--- src/rtl/ws2812_rx.sv ---
// WS2812 single-wire NRZ receiver acting as one pixel in a chain: captures the
// first 24-bit word of a frame, forwards the rest, flags latch gaps and errors.
module ws2812_rx #(
  parameter int T_MIN_HIGH = 8,
  parameter int T_THRESH   = 28,
  parameter int T_MAX_HIGH = 60,
  parameter int T_RESET    = 2400
) (
  input  logic        Clock,
  input  logic        Reset,
  input  logic        i_Din,
  output logic [23:0] o_Colour,
  output logic        o_Valid,
  output logic        o_Dout,
  output logic        o_Latch,
  output logic        o_Error,
  output logic        o_Busy
);

  localparam int CW = $clog2(T_RESET + 1);
  localparam logic [CW-1:0] L_MIN      = CW'(T_MIN_HIGH);
  localparam logic [CW-1:0] L_THRESH   = CW'(T_THRESH);
  localparam logic [CW-1:0] L_MAX      = CW'(T_MAX_HIGH);
  localparam logic [CW-1:0] L_RESET    = CW'(T_RESET);
  localparam logic [CW-1:0] L_RESET_M1 = CW'(T_RESET - 1);

  typedef enum logic [2:0] {
    S_WAIT_GAP,
    S_IDLE,
    S_HIGH,
    S_LOW,
    S_FORWARD
  } state_t;

  state_t r_State, w_NextState;

  logic          r_Sync1, r_Sync2, r_DinPrev;
  logic [CW-1:0] r_Cnt, w_NextCnt, w_CntInc;
  logic [4:0]    r_Bitcnt, w_NextBitcnt;
  logic [23:0]   r_Shreg, w_NextShreg;
  logic          r_WordReady, w_NextWordReady;
  logic          r_Dout, w_NextDout;
  logic          r_Latch, w_NextLatch;
  logic          r_Error, w_NextError;
  logic          r_Valid;
  logic [23:0]   r_Colour;
  logic          w_DinS, w_Rise, w_Fall, w_Bit;

  // Two-flop synchroniser plus one history flop for edge detection
  always_ff @(posedge Clock or posedge Reset) begin
    if (Reset) begin
      r_Sync1   <= 1'b0;
      r_Sync2   <= 1'b0;
      r_DinPrev <= 1'b0;
    end else begin
      r_Sync1   <= i_Din;
      r_Sync2   <= r_Sync1;
      r_DinPrev <= r_Sync2;
    end
  end

  assign w_DinS   = r_Sync2;
  assign w_Rise   = r_Sync2 & ~r_DinPrev;
  assign w_Fall   = ~r_Sync2 & r_DinPrev;
  assign w_Bit    = (r_Cnt >= L_THRESH);
  assign w_CntInc = (r_Cnt == L_RESET) ? r_Cnt : r_Cnt + 1'b1;

  // Low runs start counting at 1 on the falling-edge cycle so a gap ends exactly T_RESET cycles after din_s drops
  always_comb begin
    w_NextState     = r_State;
    w_NextCnt       = r_Cnt;
    w_NextBitcnt    = r_Bitcnt;
    w_NextShreg     = r_Shreg;
    w_NextWordReady = 1'b0;
    w_NextDout      = 1'b0;
    w_NextLatch     = 1'b0;
    w_NextError     = 1'b0;
    case (r_State)
      S_WAIT_GAP: begin
        if (w_DinS) begin
          w_NextCnt = '0;
        end else if (r_Cnt >= L_RESET_M1) begin
          w_NextCnt   = L_RESET;
          w_NextState = S_IDLE;
        end else begin
          w_NextCnt = w_CntInc;
        end
      end
      S_IDLE: begin
        if (w_Rise) begin
          w_NextCnt   = '0;
          w_NextState = S_HIGH;
        end
      end
      S_HIGH: begin
        if (r_Cnt > L_MAX) begin
          w_NextError  = 1'b1;
          w_NextBitcnt = '0;
          w_NextCnt    = '0;
          w_NextState  = S_WAIT_GAP;
        end else if (w_Fall) begin
          if (r_Cnt < L_MIN) begin
            w_NextError  = 1'b1;
            w_NextBitcnt = '0;
            w_NextCnt    = '0;
            w_NextState  = S_WAIT_GAP;
          end else begin
            w_NextShreg = {r_Shreg[22:0], w_Bit};
            w_NextCnt   = {{(CW-1){1'b0}}, 1'b1};
            if (r_Bitcnt == 5'd23) begin
              w_NextWordReady = 1'b1;
              w_NextBitcnt    = '0;
              w_NextState     = S_FORWARD;
            end else begin
              w_NextBitcnt = r_Bitcnt + 5'd1;
              w_NextState  = S_LOW;
            end
          end
        end else if (w_DinS) begin
          w_NextCnt = w_CntInc;
        end
      end
      S_LOW: begin
        if (w_Rise) begin
          w_NextCnt   = '0;
          w_NextState = S_HIGH;
        end else if (r_Cnt >= L_RESET_M1) begin
          w_NextLatch  = 1'b1;
          w_NextError  = (r_Bitcnt != 5'd0);
          w_NextBitcnt = '0;
          w_NextCnt    = L_RESET;
          w_NextState  = S_IDLE;
        end else begin
          w_NextCnt = w_CntInc;
        end
      end
      S_FORWARD: begin
        w_NextDout = w_DinS;
        if (w_DinS) begin
          w_NextCnt = '0;
        end else if (r_Cnt >= L_RESET_M1) begin
          w_NextLatch = 1'b1;
          w_NextDout  = 1'b0;
          w_NextCnt   = L_RESET;
          w_NextState = S_IDLE;
        end else begin
          w_NextCnt = w_CntInc;
        end
      end
      default: begin
        w_NextCnt    = '0;
        w_NextBitcnt = '0;
        w_NextState  = S_WAIT_GAP;
      end
    endcase
  end

  // State, counters and registered outputs; the colour lands one cycle after the last bit
  always_ff @(posedge Clock or posedge Reset) begin
    if (Reset) begin
      r_State     <= S_WAIT_GAP;
      r_Cnt       <= '0;
      r_Bitcnt    <= '0;
      r_Shreg     <= '0;
      r_WordReady <= 1'b0;
      r_Dout      <= 1'b0;
      r_Latch     <= 1'b0;
      r_Error     <= 1'b0;
      r_Valid     <= 1'b0;
      r_Colour    <= '0;
    end else begin
      r_State     <= w_NextState;
      r_Cnt       <= w_NextCnt;
      r_Bitcnt    <= w_NextBitcnt;
      r_Shreg     <= w_NextShreg;
      r_WordReady <= w_NextWordReady;
      r_Dout      <= w_NextDout;
      r_Latch     <= w_NextLatch;
      r_Error     <= w_NextError;
      r_Valid     <= r_WordReady;
      if (r_WordReady) begin
        r_Colour <= r_Shreg;
      end
    end
  end

  assign o_Colour = r_Colour;
  assign o_Valid  = r_Valid;
  assign o_Dout   = r_Dout;
  assign o_Latch  = r_Latch;
  assign o_Error  = r_Error;
  assign o_Busy   = (r_State == S_HIGH) || (r_State == S_LOW) || (r_State == S_FORWARD);

endmodule

--- config.mk ---
export PLATFORM = sky130hd
export DESIGN_NAME = ws2812_rx
export DESIGN_NICKNAME = d
export VERILOG_FILES = /design/src/rtl/ws2812_rx.sv
export SDC_FILE = /design/constraint.sdc
export NUM_CORES = 1
export LEC_CHECK = 0
export ABC_AREA = 1
export BUFFER_PORTS_ARGS = -buffer_cell sky130_fd_sc_hd__buf_2
export CAP_MARGIN = 20
export CORE_MARGIN = 5
export CORE_UTILIZATION = 50
export DETAILED_ROUTE_END_ITERATION = 12
export HOLD_SLACK_MARGIN = 0.15
export PLACE_DENSITY = 0.76
export RECOVER_POWER = 50
export SYNTH_ARGS = -nofsm -noshare
export SYNTH_HDL_FRONTEND = slang
export SYNTH_SLANG_ARGS = --single-unit
--- constraint.sdc ---
create_clock -name Clock -period 6.4 [get_ports Clock]
set_input_delay 0.32 -clock Clock [delete_from_list [all_inputs] [get_ports Clock]]
set_output_delay 0.32 -clock Clock [all_outputs]
set_load 0.005 [all_outputs]
==> reports/metrics.csv, run 1 <==
metric;value;unit
CTS sink cnt;76;
reg-to-reg slack, setup;4.42;ns
CTS resizes;0;
fin crit share;30.9;%
Avg Inst Size Synth;8.44;sq um
post-layout min period;1.98;ns
Post-Syn Nets;445;
kind of critical path;reg2reg;
filler cell count;676;
Top FF cell, synth;dfrtp_1;
H-tree Lvls;3;
Slew @ Worst Pin;0.927;ns
Global Route Usage Sum;17.5;%
largest net degree at the start of global routing;77;
row cnt;31;
clk_lat worst skew;0.36;ns
Multi-input gate area;0.00152;sq mm
Pre-antenna DRT Iters;4;
Final Slew Violations;0;
Die Height;96.0;um
Crit path required time;6.65;ns
max cap viols;0;
CP max stage delay;0.41;ns
Crit-path slowest cell;dfrtp_1;
total wire length;7400;um
Hold/Removal Path Class;in2async;
Starting Density;51.2;%
CTS Root Cell;clkbuf_8;
status;completed;
Port Buffers;31;
clock tree buffer depth;2;
DR vias/cell;5.01;
I/O Pins;32;
post-synthesis cell count;438;
Die X;96.0;um
worst rel slew slack;38.2;%
ratio of cells with drive above 1 in the final layout;17.9;%
EDFF count, synth;0;
Leak;2.19;nW
Core Region;0.00721;sq mm
synth cell count leaders;117 x nand2_1, 76 x dfrtp_1, 51 x nor2_1;
Register Area;0.00190;sq mm
Synth Register Bits;76;
grt ovf;0;
ys async rst share;100;%
PwrDens;216;mW/mm^2
Peak VDD IR;0.158;mV
Critical Path Most Common Cell;nand2_1;
Routed WL per cell;12.9;um
RSZ-0062 raised after global routing;no;
Fmax;505;MHz
vias in the first global route;2621;
CTS buffer count;9;
Final Wtd Congestion;0.891;
Post-Place Setup Slack;4.46;ns
DR iter-0 viols;101;
Seq/Total Area, Yosys;51.5;%
post-detail-place hpwl;5250;um
fin nets;478;
setup_tns;0;ns
Setup Fix Bufs, Post-CTS;0;
final hold violation count;0;
Synth area leader;dfrtp_1;
Max FO, Critical Path;7;
most common cell in the synthesized netlist;nand2_1;
Vias;2879;
Tot Pwr;0.000894;W
Setup WS post-layout;4.42;ns
die area;0.00921;sq mm
TritonCTS clock tree;yes;
synth-to-layout area growth;11.8;%
Non-Filler Instances;575;
top cells by area, synth;dfrtp_1 51%, nand2_1 12%, nor2_1 5.2%, inv_1 5.1%, nand3_1 5.0%;
Cell Area, Synth;0.00370;sq mm
Placed Cells;558;
critical path launch point type;register;
worst path cell trace;ha_1 -> inv_1 -> nor2_1 -> nand3_1 -> nand2_1 -> nand2_1 -> nand2_1 -> nand2_1 -> nand2_1 -> nand2_1;
synth unique cells;31;
Antenna Nets Post-Route;0;
clock-pin slew on the worst setup and hold paths;0.08;ns
Setup Viol. Count Final;0;
Synth top area share;51.5;%
first-pass GRT wire length;12400;um
critical path capture point type;register;
Layout Skew;0.00846;ns
Antenna Cells;0;
YS warnings;0;
final core utilization;57.3;%
DRC;0;
antenna violations before repair;0;
Critical Path AT;2.23;ns
-- kinds of logic (layout without fill, tap and decap cells) --
logic type / after synthesis / after routing / synth area share (%)
buffers and inverters: 66 / 104 / 7.52
adders and majority gates: 4 / 4 / 1.35
muxes: 11 / 11 / 3.35
AOI/OAI and AO/OA: 44 / 44 / 7.08
and+or+nand+nor: 228 / 228 / 27.1
DFF: 76 / 76 / 51.5
xor gates and xnor gates: 9 / 9 / 2.13
-- registers in the layout, summed over array words and instances (netlist names) --
signal       flops
o_Colour        24
r_Shreg         24
r_Cnt           12
r_Bitcnt         5
r_State          3
o_Dout           1
o_Error          1
o_Latch          1
o_Valid          1
r_DinPrev        1
r_Sync1          1
r_Sync2          1
r_WordReady      1
-- metrics by stage --
stage | cell area (sq um) | hold WS [ns]
floorplan | 3700 | 0.331
global placement | 3920 | 0.340
detailed placement | 3920 | 0.347
CTS | 4130 | 0.270
global route | 4130 | 0.322
finish | 4130 | 0.217
-- critical path: cells and delay by family (launching register included) --
family	cells	cell delay (ns)
AND/OR/NAND/NOR	8	1.15
buffers and inverters	1	0.07
adder cells (fa/ha/maj)	1	0.23
flip-flops	1	0.41
-- report_power, final --
| part | internal [W] | leakage (nW) | switching (W) |
|---|---|---|---|
| Sequential | 0.000482 | 1.05 | 0.00000221 |
| Combinational | 0.00000621 | 1.03 | 0.0000188 |
| Clock | 0.000188 | 0.104 | 0.000197 |
| Total | 0.000676 | 2.19 | 0.000218 |
-- cell type report --
| cell class | instances | area share (%) |
|---|---|---|
| clock buffers | 9 | 3.00 |
| clock inverters | 7 | 2.00 |
| inverters | 54 | 4.97 |
| multi-input cells | 296 | 36.7 |
| flip-flops and latches | 76 | 46.0 |
| well taps | 99 | 3.00 |
| repair buffers | 34 | 4.33 |
-- path summary, 6_finish.rpt --
path                       depth (start not counted)     endpoint  startpoint
max in group asynchronous                          3  r_Shreg[21]       Reset
max reg2reg                                       10  r_Bitcnt[4]    r_Cnt[0]
min in group Clock                                 0      r_Sync2     r_Sync1
max                                               10  r_Bitcnt[4]    r_Cnt[0]
min                                                3     r_Cnt[3]       Reset
min reg2reg                                        0      r_Sync2     r_Sync1
-- routing by layer --
| layer | track usage (%) | wire (um) |
|---|---|---|
| met1 | 23.9 | 3460 |
| met2 | 27.2 | 3480 |
| met3 | 5.39 | 390 |
| met4 | 4.62 | 64 |
| met5 | 0 | 0 |
-- cells in the final DEF (no fill, tap or decap), drive strengths merged --
master / instances
inv: 58
xor2: 9
nor2: 59
clkinvlp: 1
clkinv: 1
o31ai: 1
dlygate4sd3: 1
clkbuf: 10
nand2: 122
dfrtp: 76
ha: 4
buf: 32
nor3: 7
mux2: 11
nand3: 38
bufinv: 1
a21oi: 17
a21boi: 1
o21ai: 23
nand4: 2
o211a: 1
o22ai: 1
-- timing repair --
action / 4_1_cts / 5_1_grt
hold buffers: 1 / 0
setup endpoints to repair: 0 / 0
endpoints found under the hold margin: 1 / 0
(Power assumes the default switching activity.)
==> run 2: changes to the inputs <==
Settings changed: ABC_AREA 1 to 0, PLACE_DENSITY 0.76 to 0.78.
Clock period 6.4 ns to 1.6 ns, I/O delays scaled along.
==> run 2 against run 1 <==
Net effect:
- the flow now finishes with violations (negative setup slack)
- setup slack got worse by 4.8 ns
- clock skew rose by 0.0073 ns
- combinational power grew to 7.6 times the previous value
- sequential share of layout area is 8.0 points lower
- area after synthesis down 2.8%
- sequential cell count did not move
- non-clock buffer count rose by 75
- critical path type unchanged
- largest power group unchanged
- highest routed layer unchanged
==> reports/metrics.csv, run 2 <==
metric;value;unit
status;finished, violations left;
failing checks;negative setup slack;
most common cell after layout, fill and taps aside;dfrtp_1;
EDFF count, synth;0;
Peak VDD IR;0.389;mV
top cells by area, synth;dfrtp_1 53%, mux2_2 14%, o21ai_0 1.9%, and3_1 1.7%, a21o_1 1.5%;
clock group share of total power;44.0;%
vias in the first global route;2995;
Max FO, Critical Path;4;
reg-to-reg slack, setup;-0.34;ns
I/O Pins;32;
TritonCTS clock tree;yes;
largest net degree at the start of global routing;59;
fin crit share;122;%
RSZ-0062 raised after global routing;yes;
post-layout min period;1.94;ns
PwrDens;757;mW/mm^2
Post-Syn Nets;301;
Fmax;514;MHz
post-detail-place hpwl;5680;um
ys async rst share;100;%
critical path launch point type;register;
Core Region;0.00714;sq mm
Die X;94.8;um
Hold/Removal Path Class;reg2reg;
Starting Density;50.4;%
worst hold slack;0.353;ns
Pre-antenna DRT Iters;4;
Final Wtd Congestion;0.884;
Die Height;94.8;um
CTS Root Cell;clkbuf_8;
Slew @ Worst Pin;0.804;ns
synth unique cells;61;
Final Slew Violations;0;
fin nets;407;
post-synthesis cell count;294;
total wire length;9740;um
clk_lat worst skew;0.36;ns
Gate power share;5.0;%
Vias;2938;
DRC;0;
Net Sw Frac;23.7;%
synth-to-layout area growth;39.4;%
critical path capture point type;register;
Port Buffers;31;
die area;0.00898;sq mm
synth cell count leaders;76 x dfrtp_1, 45 x mux2_2, 14 x o21ai_0;
first-pass GRT wire length;15300;um
kind of critical path;reg2reg;
Setup Viol. Count Final;46;
grt ovf;0;
max cap viols;0;
clock tree buffer depth;2;
Top FF cell, synth;dfrtp_1;
Layout Skew;0.0158;ns
DR iter-0 viols;173;
Avg Inst Size Synth;12.2;sq um
Antenna Nets Post-Route;0;
Setup WS post-layout;-0.344;ns
Leak;2.43;nW
Crit path required time;1.84;ns
Routed WL per cell;19.3;um
clock-pin slew on the worst setup and hold paths;0.09;ns
Cell Area, Synth;0.00359;sq mm
Seq/Total Area, Yosys;52.9;%
Critical Path AT;2.18;ns
worst rel slew slack;46.1;%
Synth area leader;dfrtp_1;
row cnt;31;
CTS buffer count;9;
cell-internal power;0.00289;W
Global Route Usage Sum;22.2;%
Non-Filler Instances;504;
CTS sink cnt;76;
H-tree Lvls;3;
Switch Pwr;0.000900;W
Sequential Power Share;51.1;%
Antenna Cells;0;
Placed Cells;468;
ratio of cells with drive above 1 in the final layout;52.1;%
DR vias/cell;5.83;
most common cell in the synthesized netlist;dfrtp_1;
YS warnings;0;
final hold violation count;0;
Synth top area share;52.9;%
antenna violations before repair;0;
most frequent cells in the layout;73 x dfrtp_1, 57 x buf_4, 24 x mux2_2, 23 x mux2_4, 19 x clkbuf_1;
Synth Register Bits;76;
-- run 2: path summary, 6_finish.rpt --
| kind | from | end | cells after the start |
|---|---|---|---|
| setup / recovery | r_Cnt[1] | r_State[1] | 7 |
| hold / removal | r_Sync1 | r_Sync2 | 0 |
| setup reg to reg | r_Cnt[1] | r_State[1] | 7 |
| hold reg to reg | r_Sync1 | r_Sync2 | 0 |
| max in group asynchronous | Reset | r_State[2] | 4 |
| min in group asynchronous | Reset | o_Valid | 3 |
-- run 2: kinds of logic after synthesis --
logic type / Yosys count / synth area share [%]
adders and majority gates: 4 / 1.39
xor gates and xnor gates: 1 / 0.244
DFF: 76 / 52.9
AOI/OAI and AO/OA: 64 / 13.7
muxes: 47 / 14.7
and+or+nand+nor: 80 / 13.8
buffers and inverters: 22 / 3.17
-- run 2: layout make-up --
cell class | instances | area, sq um
Inverter | 8 | 31.3
Sequential cell | 76 | 1910
Multi-Input combinational cell | 196 | 1940
Fill cell | 500 | 2130
Clock buffer | 9 | 124
Clock inverter | 7 | 97.6
Tap cell | 99 | 124
Timing Repair Buffer | 109 | 792
-- run 2: worst max-delay path: stages (launching register included) --
cell	delay, ns
dfrtp_1	0.41
ha_2	0.21
nand4_1	0.17
a32oi_4	0.35
buf_6	0.17
and3_1	0.17
o21ai_0	0.10
a32o_2	0.25
-- run 2: repair_timing --
| action | CTS | global route |
|---|---|---|
| cloned | 1 | 0 |
| endpoints found under the setup margin | 45 | 48 |
| setup buffers | 11 | 10 |
| hold buffers | 2 | 0 |
| pin swaps | 14 | 21 |
| resized for setup | 36 | 39 |
| hold endpoints to repair | 77 | 0 |
-- run 2: metal layers --
metal | GRT usage (%) | part of all wire (%)
met1 | 27.4 | 40
met2 | 38.3 | 52
met3 | 5.50 | 4.9
met4 | 6.85 | 2.7
met5 | 0 | 0
-- run 2: power groups by stage --
stage	Sequential, W	Clock [W]	Combinational (W)
floorplan	0.00198	0	0.0000932
global placement	0.00198	0	0.000152
detailed placement	0.00198	0	0.000156
CTS	0.00194	0.00168	0.000178
global route	0.00194	0.00179	0.000208
finish	0.00194	0.00167	0.000189
-- run 2: per-stage QoR --
step                      area, sq um  total power [W]  worst slack, ns  utilization [%]  setup TNS (ns)
after floorplan                  3740          0.00207           -0.249                -           -7.54
after global placement           4370          0.00213           -0.229             61.2           -5.70
after detailed placement         4370          0.00213           -0.290             61.2           -7.72
after CTS                        4880          0.00380           -0.249             68.4           -7.94
after global routing             5010          0.00393           -0.371             70.2          -14.01
final                            5010          0.00379           -0.344             70.2           -9.73
